File: config.mk
export PLATFORM = sky130hd
export DESIGN_NAME = gb_instr_fetch
export DESIGN_NICKNAME = d
export VERILOG_FILES = /design/src/rtl/gb_instr_fetch.sv
export SDC_FILE = /design/constraint.sdc
export NUM_CORES = 1
export LEC_CHECK = 0
export CAP_MARGIN = 25
export CORE_ASPECT_RATIO = 1.1
export CORE_UTILIZATION = 51
export DETAILED_ROUTE_END_ITERATION = 7
export PLACE_DENSITY = 0.8
export SETUP_SLACK_MARGIN = 0.2
export SYNTH_ARGS = -nofsm -noshare
export SYNTH_HDL_FRONTEND = slang
export SYNTH_SLANG_ARGS = --single-unit
export TNS_END_PERCENT = 100
File: constraint.sdc
create_clock -name clock -period 2.9 [get_ports clock]
set_input_delay 0.29 -clock clock [delete_from_list [all_inputs] [get_ports clock]]
set_output_delay 0.29 -clock clock [all_outputs]
set_load 0.02 [all_outputs]
File: src/rtl/gb_instr_fetch.sv
// ---------------------------------------------------------------------------
// gb_instr_fetch
//   Byte-stream front end for gbprocessor. Incoming program bytes are
//   buffered in a small FIFO. An FSM pops one byte per cycle and assembles
//   an opcode plus an optional d8 immediate. Opcodes the core does not
//   execute are discarded and counted. Each complete instruction is issued
//   as an instruction/data pair, with a one-cycle valid strobe.
//
// Optional feature macro: GB_FETCH_HALT_EN
//   When defined, opcode 0x76 (HALT) parks the FSM in S_HALT until the
//   resume input is asserted. When undefined, 0x76 is an ordinary register
//   op, resume is ignored and halted is tied low.
//
// Parameters
//   DEPTH        FIFO depth in bytes (power of 2, >= 2)
//   CNT_W        width of drop_count
//
// Ports
//   clock        in   rising-edge clock
//   reset        in   asynchronous active-low reset
//   in_byte      in   program byte from upstream
//   in_valid     in   in_byte valid
//   in_ready     out  FIFO not full (transfer = in_valid & in_ready)
//   hold         in   1 = freeze FSM (no pop, no issue); pushes continue
//   resume       in   leave S_HALT (HALT feature only)
//   instruction  out  issued opcode (holds last issued value)
//   data         out  issued immediate, 0x00 for 1-byte ops
//   valid        out  one-cycle issue strobe
//   halted       out  FSM in S_HALT
//   drop_count   out  saturating count of dropped opcodes
//   fifo_level   out  bytes currently buffered, 0..DEPTH
// ---------------------------------------------------------------------------
module gb_instr_fetch #(
  parameter int DEPTH = 8,
  parameter int CNT_W = 16
) (
  input  logic                      clock,
  input  logic                      reset,
  input  logic [7:0]                in_byte,
  input  logic                      in_valid,
  output logic                      in_ready,
  input  logic                      hold,
  input  logic                      resume,
  output logic [7:0]                instruction,
  output logic [7:0]                data,
  output logic                      valid,
  output logic                      halted,
  output logic [CNT_W-1:0]          drop_count,
  output logic [$clog2(DEPTH):0]    fifo_level
);

  localparam int AW = $clog2(DEPTH);
  localparam logic [AW:0] FULL_LVL = (AW+1)'(DEPTH);

  typedef enum logic [1:0] {
    S_OPC  = 2'd0,
    S_IMM  = 2'd1,
    S_HALT = 2'd2
  } state_t;

  // Two-byte load-immediate opcodes: LD r,d8 (0x36 is LD (HL),d8, not executed).
  function automatic logic f_is_imm(input logic [7:0] op);
    return (op[7:6] == 2'b00) && (op[2:0] == 3'b110) && (op != 8'h36);
  endfunction

  // Single-byte register ops: LD r,r' and ALU A,r.
  function automatic logic f_is_reg(input logic [7:0] op);
    return (op[7:6] == 2'b01) || (op[7:6] == 2'b10);
  endfunction

  // HALT only gets special treatment when the feature is built in.
  function automatic logic f_is_halt(input logic [7:0] op);
`ifdef GB_FETCH_HALT_EN
    return (op == 8'h76);
`else
    return (op == 8'h76) && 1'b0;
`endif
  endfunction

  logic [7:0]       r_mem [DEPTH];
  logic [AW-1:0]    r_wr_ptr;
  logic [AW-1:0]    r_rd_ptr;
  logic [AW:0]      r_count;
  state_t           r_state;
  logic [7:0]       r_lat_op;
  logic [7:0]       r_instr;
  logic [7:0]       r_data;
  logic             r_valid;
  logic [CNT_W-1:0] r_drop_cnt;

  logic             w_full;
  logic             w_empty;
  logic             w_push;
  logic             w_pop;
  logic [7:0]       w_head;
  state_t           w_state_nxt;
  logic             w_issue;
  logic [7:0]       w_issue_op;
  logic [7:0]       w_issue_data;
  logic             w_drop;
  logic             w_latch;

  assign w_full  = (r_count == FULL_LVL);
  assign w_empty = (r_count == '0);
  // Readiness depends only on occupancy, never on this cycle's pop.
  assign w_push  = in_valid && !w_full;
  assign w_head  = r_mem[r_rd_ptr];

  // FIFO storage: data only, no reset needed since reads are gated by level.
  always_ff @(posedge clock) begin
    if (w_push) begin
      r_mem[r_wr_ptr] <= in_byte;
    end
  end

  // FIFO pointers and occupancy; power-of-2 depth lets pointers wrap naturally.
  always_ff @(posedge clock or negedge reset) begin
    if (!reset) begin
      r_wr_ptr <= '0;
      r_rd_ptr <= '0;
      r_count  <= '0;
    end else begin
      if (w_push) begin
        r_wr_ptr <= r_wr_ptr + AW'(1);
      end
      if (w_pop) begin
        r_rd_ptr <= r_rd_ptr + AW'(1);
      end
      case ({w_push, w_pop})
        2'b10:   r_count <= r_count + (AW+1)'(1);
        2'b01:   r_count <= r_count - (AW+1)'(1);
        default: r_count <= r_count;
      endcase
    end
  end

  // Next-state / decode: at most one byte consumed per cycle.
  always_comb begin
    w_state_nxt  = r_state;
    w_pop        = 1'b0;
    w_issue      = 1'b0;
    w_issue_op   = r_lat_op;
    w_issue_data = 8'h00;
    w_drop       = 1'b0;
    w_latch      = 1'b0;
    case (r_state)
      S_OPC: begin
        if (!hold && !w_empty) begin
          w_pop = 1'b1;
          // HALT is checked first because 0x76 also decodes as a register op.
          if (f_is_halt(w_head)) begin
            w_state_nxt = S_HALT;
          end else if (f_is_reg(w_head)) begin
            w_issue    = 1'b1;
            w_issue_op = w_head;
          end else if (f_is_imm(w_head)) begin
            w_latch     = 1'b1;
            w_state_nxt = S_IMM;
          end else begin
            w_drop = 1'b1;
          end
        end else begin
          w_pop = 1'b0;
        end
      end
      S_IMM: begin
        // Waits here indefinitely for the immediate byte.
        if (!hold && !w_empty) begin
          w_pop        = 1'b1;
          w_issue      = 1'b1;
          w_issue_op   = r_lat_op;
          w_issue_data = w_head;
          w_state_nxt  = S_OPC;
        end else begin
          w_pop = 1'b0;
        end
      end
      S_HALT: begin
`ifdef GB_FETCH_HALT_EN
        if (!hold && resume) begin
          w_state_nxt = S_OPC;
        end else begin
          w_state_nxt = S_HALT;
        end
`else
        w_state_nxt = S_OPC;
`endif
      end
      default: begin
        w_state_nxt = S_OPC;
      end
    endcase
  end

  // FSM state and latched opcode of a pending two-byte instruction.
  always_ff @(posedge clock or negedge reset) begin
    if (!reset) begin
      r_state  <= S_OPC;
      r_lat_op <= 8'h00;
    end else begin
      r_state <= w_state_nxt;
      if (w_latch) begin
        r_lat_op <= w_head;
      end
    end
  end

  // Issue registers: valid pulses for one cycle, instruction/data hold value.
  always_ff @(posedge clock or negedge reset) begin
    if (!reset) begin
      r_instr <= 8'h00;
      r_data  <= 8'h00;
      r_valid <= 1'b0;
    end else begin
      r_valid <= w_issue;
      if (w_issue) begin
        r_instr <= w_issue_op;
        r_data  <= w_issue_data;
      end
    end
  end

  // Saturating drop counter.
  always_ff @(posedge clock or negedge reset) begin
    if (!reset) begin
      r_drop_cnt <= '0;
    end else if (w_drop && (r_drop_cnt != {CNT_W{1'b1}})) begin
      r_drop_cnt <= r_drop_cnt + {{(CNT_W-1){1'b0}}, 1'b1};
    end
  end

  assign in_ready    = !w_full;
  assign instruction = r_instr;
  assign data        = r_data;
  assign valid       = r_valid;
  assign drop_count  = r_drop_cnt;
  assign fifo_level  = r_count;

`ifdef GB_FETCH_HALT_EN
  assign halted = (r_state == S_HALT);
`else
  logic w_unused;
  assign w_unused = resume;
  assign halted   = 1'b0;
`endif

endmodule
==> reports/metrics.cfg <==
[run_status]
status=finished clean

[die]
core-area_um2=9350
die_h_um=105
start_util_pct=52.6
die_w_um=95.6
rows=37
pin_count=52
die-area_um2=10000

[drt]
via_per_inst=5.65
drc=0
vias=3128
drt_iter0_drc=168
wl_per_cell_um=18.2
drtPass1Iterations=4
drtAntennaViolNets=0
wirelength_mm=10.1

[clock_tree]
htree_levels=4
numCtsBuffers=17
cts.path.max_buffers=2
cts_tree=done
path_clk_slew_ns=0.06
cts_num_sinks=116
clk_latency_ns=0.51
root_buffer=clkbuf_8

[power]
power_mw=7.50
power.internal_mw=4.81
power_density_nw_per_um2=1170
pwr-share-seq_pct=32.8
power.share.clock_pct=27.8
vdd_drop_max_v=0.000632
p_leak_nw=2.59
p_sw_share_pct=35.9
power_switching_mw=2.69
p_comb_share_pct=39.4

[sta]
fmax_ghz=0.385
fin_crit_ns=2.60
fin_skew_ns=0.00794
finalCritPeriodShare_pct=89.6
hold_viol=0
slew_viol_final=0
relSlewSlack_pct=46.9
worstMarginPinSlew_ns=0.797
setup_viol=0
tns_ns=0
hold_slack_ns=0.415
rsz0062_at_grt=true

[synth]
syn_nets=358
ys_ff_latch=116
syn_area_per_cell_um2=14.6
ys.flop_type=edfxtp_1
ys_warn_count=0
yosysUniqueCellTypes=45
ys_async_sr_fraction_pct=44.8
mappedNetlistArea_um2=4920
ys_seq_area_share_pct=65.5
synth_edf_count=64
synth_cells=337

[setup_path]
cp-startpoint=r_rd_ptr[0]$_DFFE_PN0P_
endpoint_kind=flip-flop
crit_fanout=10
cp.arrival_ns=3.00
r2r_start=r_rd_ptr[0]$_DFFE_PN0P_
crit_type=reg2reg
crit_required_ns=3.30
crit_path_start_kind=flip-flop

[grt]
grt_usage_pct=21.4
grt_max_degree=37
antenna_found_initial=0
overflow=0
grt_pass1_vias=3123
grt_pass1_wl_mm=15.5

[placed_design]
place.gp.congestion=0.774
dp_hpwl_mm=6.39
portBuffers=49

[run]
max_cap_violations=0

[layout]
seqCellArea_um2=3220
antenna_cells=0
multi_input_area_um2=1640
n_fill_cell=631
layout.nets=445
drive_gt1_share_pct=22.4
syn_to_final_growth_pct=30.1

[min_path]
hold_class=in2async

## synth_stat cells, types with 2 or more instances
library cell / n / area share (%)
nor4_2: 3 / 0.76
mux4_2: 11 / 5.0
dfrtp_1: 52 / 26
mux2i_1: 11 / 2.2
nor3_2: 5 / 1.0
inv_1: 6 / 0.46
buf_6: 3 / 0.69
o21ai_0: 8 / 0.81
or2_2: 3 / 0.38
xnor2_1: 8 / 1.4
nor3_1: 6 / 0.61
nand3_1: 8 / 0.81
xor2_1: 14 / 2.5
ha_1: 7 / 1.8
mux2_4: 2 / 0.61
edfxtp_1: 64 / 39
nand2_1: 22 / 1.7
mux4_1: 4 / 2.1
o22ai_1: 8 / 1.0
a21oi_1: 10 / 1.0
buf_4: 2 / 0.31
buf_2: 3 / 0.31
and2_1: 2 / 0.25
a31oi_1: 7 / 0.89
clkbuf_1: 6 / 0.46
nor2_1: 37 / 2.8
a21o_1: 3 / 0.46
nand2b_1: 2 / 0.25
nand4_1: 4 / 0.51
## stage by stage
stage | cells | setup WS [ns] | instance area [um^2] | util [%]
after floorplan | 337 | 0.0640 | 4980 | -
after global placement | 515 | 0.292 | 5730 | 61.3
after detailed placement | 515 | 0.207 | 5730 | 61.3
after CTS | 549 | 0.237 | 6350 | 67.9
after global routing | 554 | 0.175 | 6400 | 68.4
final | 554 | 0.300 | 6400 | 68.4
## sequential cells by signal (all words and copies together) (netlist names)
name and cells:
drop_count 16, fifo_level 4, r_mem 64, r_state 1
r_lat_op 8, r_wr_ptr 3, data 8, valid 1
r_rd_ptr 3, instruction 8
## final timing paths
path	endpoint	slack (ns)	cells after the start
worst max-delay path	drop_count[1]$_DFFE_PN0P_	0.30	8
worst max register to register	drop_count[1]$_DFFE_PN0P_	0.30	8
worst min-delay path	drop_count[4]$_DFFE_PN0P_	0.41	2
min in group clock	r_wr_ptr[2]$_DFFE_PN0P_	0.46	3
max in group asynchronous	r_rd_ptr[0]$_DFFE_PN0P_	1.74	3
worst min register to register	r_lat_op[1]$_DFFE_PN0P_	0.47	1
## per-layer routing
| metal | up-vias | GRT usage, % | share of wire, % |
|---|---|---|---|
| li1 | 1426 | - | - |
| met1 | 1563 | 26.0 | 40 |
| met2 | 113 | 34.9 | 52 |
| met3 | 26 | 5.82 | 5.6 |
| met4 | 0 | 10.7 | 2.9 |
| met5 | - | 0 | 0 |
## cells by family after synthesis
family                     count (synthesis)  synth area share [%]
xor gates and xnor gates                  22                  3.92
DFF                                      116                  65.5
adders and majority gates                  8                  2.19
other                                      1                0.0762
and+or+nand+nor                          101                  10.8
AOI/OAI and AO/OA                         38                  4.50
buffers and inverters                     21                  2.52
muxes                                     30                  10.5
## cells in the final DEF (no fill, tap or decap), drive strengths merged, types with 7 or more instances in the layout
cell type and n:
inv 17, nor3 12, a21oi 10, mux2i 11
edfxtp 64, xor2 14, nand2 23, o22ai 8
buf 34, nor2 37, nand3 8, clkbuf 17
mux4 15, clkdlybuf4s50 48, dfrtp 52, ha 7
a31oi 7, xnor2 8, o21ai 9
## area by class of cell
type | count | share of cell area (%)
Clock buffer | 17 | 6.47
Clock inverter | 15 | 2.86
Inverter | 6 | 0.352
Multi-Input combinational cell | 200 | 25.6
Sequential cell | 116 | 50.4
Tap cell | 117 | 2.29
Timing Repair Buffer | 83 | 12.1
## repair_timing
action,4_1_cts,5_1_grt
setup endpoints to repair,1,11
gates resized for setup,0,2
hold endpoints to repair,35,0
hold buffers,1,0
setup buffers,1,5
pin swaps,1,2
## critical path, stage by stage, from the launching register on
cell	delay, ns
dfrtp_1	0.41
buf_12	0.16
mux4_2	0.56
mux2i_4	0.20
ha_1	0.30
nor3_4	0.23
nand2_4	0.18
nor2_4	0.14
mux2_4	0.30
## power groups by stage
stage,clock network (mW),registers (mW),logic [mW]
after floorplan,0,2.56,1.73
after global placement,0,2.45,2.75
after detailed placement,0,2.47,2.85
after CTS,2.11,2.45,2.89
after global routing,2.19,2.50,3.18
final,2.08,2.46,2.96
Note: power is estimated with default switching activity, not from simulation.
